--- config.mk ---
export PLATFORM = sky130hd
export DESIGN_NAME = str_cla_16adder
export DESIGN_NICKNAME = d
export VERILOG_FILES = /design/src/rtl/str_cla_16adder_pkg.sv /design/src/rtl/str_cla_16adder_cla_4bit.sv /design/src/rtl/str_cla_16adder.sv
export SDC_FILE = /design/constraint.sdc
export NUM_CORES = 1
export LEC_CHECK = 0
export ABC_CLOCK_PERIOD_IN_PS = 800
export CAP_MARGIN = 20
export CORE_MARGIN = 2
export CORE_UTILIZATION = 41
export CTS_BUF_LIST = sky130_fd_sc_hd__clkbuf_8
export DETAILED_ROUTE_END_ITERATION = 10
export PLACE_DENSITY = 0.83
export SETUP_SLACK_MARGIN = 0.2
export SLEW_MARGIN = 25
export SYNTH_ARGS = -nofsm -noshare
export SYNTH_HDL_FRONTEND = slang
export SYNTH_SLANG_ARGS = --single-unit
--- constraint.sdc ---
create_clock -name clk -period 0.8 [get_ports clk]
set_clock_uncertainty 0.05 [all_clocks]
set_input_delay 0.08 -clock clk [delete_from_list [all_inputs] [get_ports clk]]
set_output_delay 0.08 -clock clk [all_outputs]
set_load 0.1 [all_outputs]
--- src/rtl/str_cla_16adder_pkg.sv ---
// Shared types for the 16-bit registered carry-lookahead adder.
// Only the flag bundle lives here; the data width stays local to the top.
package str_cla_16adder_pkg;

  typedef struct packed {
    logic sign;
    logic zero;
    logic carry;
    logic parity;
    logic overflow;
  } flags_t;

endpackage

--- src/rtl/str_cla_16adder_cla_4bit.sv ---
// 4-bit carry-lookahead group: sum bits plus group generate/propagate
// for the second-level lookahead in the top.
module cla_4bit (
  input  logic [3:0] a,
  input  logic [3:0] b,
  input  logic       cin,
  output logic [3:0] s,
  output logic       G,
  output logic       P
);

  logic [3:0] g;
  logic [3:0] p;
  logic [3:0] cy;

  assign g = a & b;
  assign p = a ^ b;

  assign cy[0] = cin;
  assign cy[1] = g[0] | (p[0] & cin);
  assign cy[2] = g[1] | (p[1] & g[0]) | (p[1] & p[0] & cin);
  assign cy[3] = g[2] | (p[2] & g[1]) | (p[2] & p[1] & g[0])
               | (p[2] & p[1] & p[0] & cin);

  assign s = p ^ cy;

  assign G = g[3] | (p[3] & g[2]) | (p[3] & p[2] & g[1])
           | (p[3] & p[2] & p[1] & g[0]);
  assign P = &p;

endmodule

--- src/rtl/str_cla_16adder.sv ---
// 16-bit two-level carry-lookahead adder with registered sum and
// sign/zero/carry/parity/overflow flags; one result per clock, 1-cycle latency.
module str_cla_16adder
  import str_cla_16adder_pkg::*;
(
  input  logic        clk,
  input  logic        rst_n,
  input  logic [15:0] a,
  input  logic [15:0] b,
  output logic [15:0] c,
  output logic        sign,
  output logic        zero,
  output logic        carry,
  output logic        parity,
  output logic        overflow
);

  localparam int WIDTH  = 16;
  localparam int GROUPS = WIDTH / 4;

  logic [WIDTH-1:0]  sum_d;
  logic [GROUPS-1:0] grp_g;
  logic [GROUPS-1:0] grp_p;
  logic [GROUPS:0]   grp_c;
  flags_t            flags_d;
  logic [WIDTH-1:0]  c_q;
  flags_t            flags_q;

  for (genvar k = 0; k < GROUPS; k++) begin : g_grp
    cla_4bit u_cla (
      .a   (a[4*k +: 4]),
      .b   (b[4*k +: 4]),
      .cin (grp_c[k]),
      .s   (sum_d[4*k +: 4]),
      .G   (grp_g[k]),
      .P   (grp_p[k])
    );
  end

  // Second-level lookahead: every group carry comes straight from G/P.
  assign grp_c[0] = 1'b0;
  assign grp_c[1] = grp_g[0];
  assign grp_c[2] = grp_g[1] | (grp_p[1] & grp_g[0]);
  assign grp_c[3] = grp_g[2] | (grp_p[2] & grp_g[1])
                  | (grp_p[2] & grp_p[1] & grp_g[0]);
  assign grp_c[4] = grp_g[3] | (grp_p[3] & grp_g[2])
                  | (grp_p[3] & grp_p[2] & grp_g[1])
                  | (grp_p[3] & grp_p[2] & grp_p[1] & grp_g[0]);

  assign flags_d.sign     = sum_d[WIDTH-1];
  assign flags_d.zero     = ~|sum_d;
  assign flags_d.carry    = grp_c[GROUPS];
  assign flags_d.parity   = ~^sum_d;
  assign flags_d.overflow = (a[WIDTH-1] & b[WIDTH-1] & ~sum_d[WIDTH-1])
                          | (~a[WIDTH-1] & ~b[WIDTH-1] & sum_d[WIDTH-1]);

  always_ff @(posedge clk or negedge rst_n) begin
    if (!rst_n) begin
      c_q     <= '0;
      flags_q <= '0;
    end else begin
      c_q     <= sum_d;
      flags_q <= flags_d;
    end
  end

  assign c        = c_q;
  assign sign     = flags_q.sign;
  assign zero     = flags_q.zero;
  assign carry    = flags_q.carry;
  assign parity   = flags_q.parity;
  assign overflow = flags_q.overflow;

endmodule

# Word level (Yosys, flattened, before mapping)
# Cells that the tools add are included.
# totals
reg_bits,21
in_bits,34
out_inout_bits,21
wordCells,131
# op_classes
bitwise_logic,119
n_reduce_logical,6
# ops
operator,count
$and A1 B1 Y1,64
$or A1 B1 Y1,40
$xor A4 B4 Y4,8
$and A4 B4 Y4,4
$reduce_or A16 Y1,1
$reduce_xnor A16 Y1,1
$reduce_and A4 Y1,3
$not A1 Y1,3
$logic_not A1 Y1,1

# Depth between registers and ports, before layout
# Gate-level depths: netlist (run 1).
# depth
word_depth,14
ltp_mapped,13
depth_no_buf,13

# Hierarchy
# From an unflattened synthesis (run 1), not the netlist that was laid out.
# unflattened
hier_cells,150
hier_area_um2,1517.7
# modules_own_cells
mod,n_inst,cells_each,area_per_inst_um2,seq_area_each_um2
str_cla_16adder,1,62,787.0,500.5
cla_4bit,4,22,182.7,0.0

# Least setup slack after synthesis (run 1)
# Ideal clock, no wire load.
# synth_path
path_kind,input port to flip-flop
from,in a[9]
to,"reg flags_q, in the netlist parity"
setup_ps,125
arrival_time_ps,2543
required_time_ps,625
setup_slack_ps,-1918
stages,13
cell_sequence,ha_1 a21o_1 a21o_1 a21o_1 nor2_2 nor2_1 fa_1 xnor2_1 ha_1 xnor2_1 xnor2_1 xnor2_1 xnor2_1
# synth_lines
item,line_no,source
"start, declared",str_cla_16adder.sv:8,"input logic [15:0] a,"
"end signal, assigned",str_cla_16adder.sv:63,flags_q <= flags_d;
"end, declared",str_cla_16adder.sv:27,flags_t flags_q;

==> results of run 1 <==
[critical path, cell delays in order]
cell and delay [ns]:
buf_6 0.10, ha_4 0.23, a21o_1 0.17, a21o_1 0.18
a21o_1 0.20, nor2_4 0.15, nor2_4 0.05, fa_2 0.41
xnor2_4 0.19, ha_4 0.23, xnor2_2 0.13, xnor2_1 0.18
xnor2_1 0.17, xnor2_1 0.15
[cell families (layout without fill, tap and decap cells)]
family          count (synthesis)  count (layout)  synth area share (%)
fa+ha+maj                      28              28                  25.5
compound gates                 27              27                  14.9
simple gates                   17              17                  6.29
xor+xnor                       20              20                  12.2
buf+inv                        26             128                  6.79
mux                             1               1                 0.754
flops                          20              20                  33.5
[worst max path at each step]
stage | to | slack [ns] | depth (start not counted)
CTS | parity | -1.66 | 14
global placement | parity | -2.24 | 14
global route | parity | -1.77 | 14
detailed placement | parity | -2.34 | 14
floorplan | parity | -1.76 | 13
finish | parity | -1.70 | 14
[report_power, final]
part / switching (W) / internal (W) / leakage [nW]
combinational: 0.00302 / 0.00242 / 1.19
clock: 0.000358 / 0.000343 / 0.0269
sequential: 0.000198 / 0.00134 / 0.218
[registers in the layout, indices dropped and copies added, names as in the netlist]
name	flops
c	16
parity	1
carry	1
overflow	1
zero	1
[cell usage in the layout, fill, tap and decap left out, types with 2 or more instances in the layout]
cell,instances
a21o_1,7
a21oi_1,2
a21oi_2,5
buf_12,22
buf_2,6
buf_4,34
buf_6,18
buf_8,3
clkbuf_2,5
clkbuf_8,3
clkdlybuf4s50_1,9
dfrtp_4,18
dlygate4sd2_1,2
fa_2,4
ha_1,11
ha_4,13
inv_1,16
inv_2,8
nand2b_4,2
nand3_1,2
nand4_1,2
nor2_1,3
nor2_4,2
o21ai_1,3
xnor2_1,6
xnor2_2,5
xnor2_4,3
xor2_1,2
xor2_2,4
[synth_stat cells (2+ instances only)]
cell type  count
nor2_1         4
inv_1         24
fa_1           4
nand3_1        4
xnor2_1       14
a21o_1         7
xor2_1         5
a21oi_1        7
nand4_1        2
dfrtp_1       20
ha_1          24
o21ai_0        2
[layer usage]
| metal | vias up | global-route usage, % |
|---|---|---|
| met4 | 0 | 11.4 |
| met1 | 731 | 26.4 |
| met2 | 62 | 51.8 |
| met5 | - | 0 |
| met3 | 15 | 3.17 |
| li1 | 667 | - |
[final cells by class]
| type | instances | area (um^2) | share of cell area [%] |
|---|---|---|---|
| repair buffers | 100 | 1120 | 35.4 |
| flip-flops and latches | 20 | 569 | 18.1 |
| multi-input cells | 93 | 1270 | 40.3 |
| well taps | 46 | 57.6 | 1.83 |
| clock buffers | 3 | 41.3 | 1.31 |
| clock inverters | 1 | 3.75 | 0.119 |
| inverters | 24 | 92.6 | 2.94 |
[per-stage QoR]
step                TNS (ns)  area [um^2]  power, W  hold slack (ns)
floorplan             -13.23         1690   0.00445           -0.266
global placement      -24.81         2710   0.00602            0.391
detailed placement    -26.43         2710   0.00615            0.395
CTS                   -18.69         3020   0.00719         0.000700
global route          -21.47         3150   0.00794          0.00198
finish                -20.31         3150   0.00769          0.00899
[what timing repair did]
action,4_1_cts,5_1_grt
endpoints found under the setup margin,41,40
pin swaps,37,23
endpoints found under the hold margin,0,1
resized for setup,128,25
buffers inserted,9,8
==> impl_results.md, run 1 <==
- Mean cell area of the mapped netlist: 10.7 um^2
- First-pass GRT wire length: around 8.0 mm
- DRT Pass-1 Iters: 4
- Final Cycle Share: 313%
- Routed via count: roughly 1500
- Pwr dens: between 2000 and 2500 nW/um^2
- Iteration-0 DRC Markers: between 50 and 60
- Crit-path max FO: 2
- Yosys top cell area share: between 30% and 40%
- Met3 wire len: approximately 220 um
- Seq/Total Area, Yosys: between 30% and 40%
- Starting Density: a little over two fifths
- Maximum buffer depth of the clock tree: 2
- Outcome: finished, violations left
- Met2 WL: 3.31 mm
- Worst setup path start: b[9]
- Tot GR Track Use: about a quarter
- Placed Instances: ~270
- # diodes: 0
- Grt total ovfl: 0
- Slew headroom: between 70% and 80%
- Util after Layout: 92.2%
- CTS tree: done
- Number of synthesized flops with an enable pin: 0
- Cells after Synth: about 140
- Worst-Margin Slew: about 0.3 ns
- Ys async rst share: 100%
- Die area: 4140 um^2
- Setup ws final: -1.70 ns
- Fillers: ~110
- Seq cells post-synth: 20
- Pre-CTS setup slack: -2.34 ns
- Port Buffers: between 50 and 60
- Final WL: a little under 6 mm
- Final Hold Fails: 0
- Max IR drop VDD: approximately 1200 uV
- Synth Flop Type: dfrtp_1
- Hold Path Depth: 2
- Critical path class: primary input to register
- Clock sink total: 20
- Net Count, Synth: between 200 and 250
- CTS clk-pin slew, worst paths: about 0.06 ns
- Final Setup Violations: 40
- Hold_buf cts: 0
- Pleak: approximately 1.4 nW
- Std-Cell Rows: 21
- Failing checks: negative setup slack
- Nets: 304
- WL/cell: slightly above 20 um
- Largest net degree at the start of global routing: 21
- Die Wd: ~64 um
- CP startpoint kind: primary input
- Non-Filler Instances: about 290
- Highest Signal Layer: met4
- Hold Crit Start: b[0]
- Crit path DAT: between 2 and 3 ns
- RSZ-0062 raised after global routing: yes
- TritonCTS buffer count: 3
- Fraction of layout cells with a size suffix above 1: 69.7%
- Die Y: between 60 and 70 um
- Max Cap Viol: 0
- Slew Limit Fails: 0
- Netlist cell types: 34
- DRC violations left: 0
- Initial antenna violation count: 0
- Routability cong.: slightly above 0.8
- Post-detailed-route count of antenna-violating nets: 0
- Vias/cell: 5.14
- Tmin final: around 2.5 ns
- Worst min path class: primary input to register
- Max frequency: 0.400 GHz
- Core Area: approximately 3400 um^2
- Warnings, synthesis: 0
- H-tree levels: 1
- Worst Setup End Kind: register
- CTS Root Cell: clkbuf_8
- Syn Std Cell Area: around 1500 um^2
- Area contributors post-synth: dfrtp_1 (34%), ha_1 (20%), xnor2_1 (8.2%), inv_1 (6.0%), fa_1 (5.4%)
- Crit path required time: 0.92 ns
- Hold Path Sink: c[0]
- Leading area contributor after synthesis: dfrtp_1
- Final HPWL DP: 3.28 mm
- Top Ports: between 50 and 60
- Met1 wire length: about 2.1 mm
- Vias in the first global route: ~1700
- Layout area overhead: 111%
Note: power is estimated with default switching activity, not from simulation.
==> run 2, diff against run 1 <==
--- a/config.mk
+++ b/config.mk
@@ -5,14 +5,15 @@
 export SDC_FILE = /design/constraint.sdc
 export NUM_CORES = 1
 export LEC_CHECK = 0
-export ABC_CLOCK_PERIOD_IN_PS = 800
+export ABC_CLOCK_PERIOD_IN_PS = 2400
 export CAP_MARGIN = 20
 export CORE_MARGIN = 2
-export CORE_UTILIZATION = 41
+export CORE_UTILIZATION = 46
 export CTS_BUF_LIST = sky130_fd_sc_hd__clkbuf_8
 export DETAILED_ROUTE_END_ITERATION = 10
-export PLACE_DENSITY = 0.83
+export PLACE_DENSITY = 0.87
 export SETUP_SLACK_MARGIN = 0.2
+export SKIP_CTS_REPAIR_TIMING = 1
 export SLEW_MARGIN = 25
 export SYNTH_ARGS = -nofsm -noshare
 export SYNTH_HDL_FRONTEND = slang
==> constraint.sdc (replaced) <==
create_clock -name clk -period 2.4 [get_ports clk]
set_clock_uncertainty 0.05 [all_clocks]
set_input_delay 0.24 -clock clk [delete_from_list [all_inputs] [get_ports clk]]
set_output_delay 0.24 -clock clk [all_outputs]
set_load 0.1 [all_outputs]
==> run 2 against run 1 <==
Net effect: the flow still finishes with violations (negative setup slack); power decreased by 72%; core utilization down 8.3 points; worst hold slack better by 0.23 ns; final cell count shrank 7.0%; sequential share of layout area rose by 1.3 points; via count fell by 7.6%; clock power down 69%; count of clock-buffer cells in the layout unchanged; combinational power fell by 72%; critical path depth stayed put; sequential cell count unchanged; critical path type unchanged; critical endpoint unchanged.
==> impl_results.md, run 2 (same netlist as run 1, synthesis figures left out) <==
- Outcome: finished, violations left
- Failing checks: negative setup slack
- Die area: 3720 um^2 (-10%)
- Commonest cells after routing, fill and taps aside: buf_4 (48), inv_1 (23), dfrtp_1 (20)
- Maximum buffer depth of the clock tree: 2 (unchanged)
- DRT Pass-1 Iters: 4 (unchanged)
- WL/cell: 16.3 um (-20%)
- Iteration-0 DRC Markers: 56 (unchanged)
- RSZ-0062 raised after global routing: yes
- Max FFs per register: 16 (unchanged)
- Clock sink total: 20 (unchanged)
- Worst Setup End Kind: register
- Std-Cell Rows: 20 (-4.8%)
- Vias in the first global route: 1369 (-17%)
- DRC violations left: 0 (unchanged)
- Tmin final: 2.79 ns
- Final Setup Violations: 1 (-98%)
- Vias/cell: 5.10 (-0.67%)
- Die Wd: 61.0 um (-5.2%)
- Slew headroom: 42.6% (-37 points)
- Final Hold Fails: 0 (unchanged)
- Util after Layout: 83.9% (-8.3 points)
- Final Cycle Share: 116%
- CTS clk-pin slew, worst paths: 0.07 ns (about the same)
- Most used cell, CP: xnor2_1
- Crit path required time: 2.52 ns (+1.60 ns)
- Port Buffers: 54 (unchanged)
- Commonest non-fill, non-tap cell in the layout: buf_4
- First-pass GRT wire length: 5.35 mm (-33%)
- H-tree levels: 1 (unchanged)
- Worst min path class: primary input to register
- Starting Density: 48.5% (+4.8 points)
- Top Ports: 55 (unchanged)
- Tot GR Track Use: 19.2% (-6.8 points)
- Max IR drop VDD: 334 uV (-73%)
- Largest net degree at the start of global routing: 21 (unchanged)
- Setup ws final: -0.391 ns (+1.31 ns)
- Critical path class: primary input to register
- TritonCTS buffer count: 3 (unchanged)
- # diodes: 0 (unchanged)
- CTS Root Cell: clkbuf_8
- Routed via count: 1363 (-7.6%)
- Pleak: 1.37 nW (-4.7%)
- Initial antenna violation count: 0 (unchanged)
- Core Area: 3080 um^2 (-9.9%)
- CP startpoint kind: primary input
- Routability cong.: 0.778 (-6.2%)
- Max frequency: 0.358 GHz
- Largest stage delay on the critical path: 0.36 ns (-0.05 ns)
- Fraction of layout cells with a size suffix above 1: 45.7% (-24 points)
- Final HPWL DP: 2.86 mm (-13%)
- Crit path DAT: 2.91 ns (+0.28 ns)
- Pwr dens: 834 nW/um^2 (-66%)
- Cell Chain, Critical Path: dlymetal6s2s_1, ha_4, a41oi_2, o21a_2, buf_4, o21bai_1, a21o_1, a21oi_2, xor2_1, ha_2, xnor2_2, xnor2_1, xnor2_1, xnor2_1
- Die Y: 61.0 um (-5.2%)
- Slew Limit Fails: 0 (unchanged)
- Grt total ovfl: 0 (unchanged)
- Hold_ws: 0.239 ns (+0.230 ns)
- CTS tree: done
- Final WL: 4.34 mm (-25%)
- Worst-Margin Slew: 0.859 ns (+0.554 ns)
- Crit-path max FO: 3 (+1)
- Nets: 287 (-5.6%)
- Max Cap Viol: 0 (unchanged)
- Crit-path slowest cell: ha_2
- Fillers: 164 (+45%)
- Layout area overhead: 73.0%
- Setup TNS: -0.391 ns (+19.92 ns)
- Post-detailed-route count of antenna-violating nets: 0 (unchanged)
## run 2: cell count changes in the layout (fill, tap and decap cells not counted), sizes merged
| cell | change |
|---|---|
| buf | -32 |
| clkdlybuf4s15 | -1 |
| dlygate4sd2 | -2 |
| dlymetal6s2s | +18 |
| inv | -1 |
## run 2: path summary, 6_finish.rpt
check	endpoint	cells past startpoint	slack (ns)	start
min in group asynchronous	overflow	1	0.42	rst_n
worst max-delay path	parity	14	-0.39	b[2]
worst min-delay path	c[0]	2	0.24	a[0]
max in group asynchronous	c[0]	1	1.35	rst_n
## run 2: power by group
group | internal (W) | switching (W) | leakage (nW)
registers | 0.000410 | 0.0000226 | 0.237
clock network | 0.000112 | 0.000103 | 0.0216
logic | 0.000551 | 0.000956 | 1.11
## run 2: layer usage
layer,vias to the layer above,track usage (%),routed length [um]
met5,-,0,0
met4,0,8.07,115
li1,631,-,-
met2,46,38.2,2420
met3,12,1.49,187
met1,674,20.3,1610
## run 2: per-stage QoR
stage | worst slack [ns] | cells | area (um^2) | power, W
5_1_grt | -0.475 | 267 | 2580 | 0.00224
6_report | -0.391 | 267 | 2580 | 0.00215
4_1_cts | -0.654 | 263 | 2310 | 0.00195
3_3_place_gp | -0.818 | 260 | 2270 | 0.00172
2_1_floorplan | -0.336 | 139 | 1550 | 0.00141
3_5_place_dp | -0.903 | 260 | 2270 | 0.00175
## run 2: worst max-delay path, delay by kind of cell
family | cells | cell delay, ns
xor+xnor | 5 | 0.95
fa+ha+maj | 2 | 0.63
compound gates | 5 | 0.80
buf+inv | 2 | 0.28
## run 2: final cells by class
cell class / count / area, um^2 / area share, %
repair buffers: 83 / 734 / 28.4
well taps: 44 / 55.1 / 2.13
multi-input cells: 93 / 1160 / 45.0
inverters: 24 / 90.1 / 3.49
flip-flops and latches: 20 / 500 / 19.4
clock buffers: 3 / 41.3 / 1.60
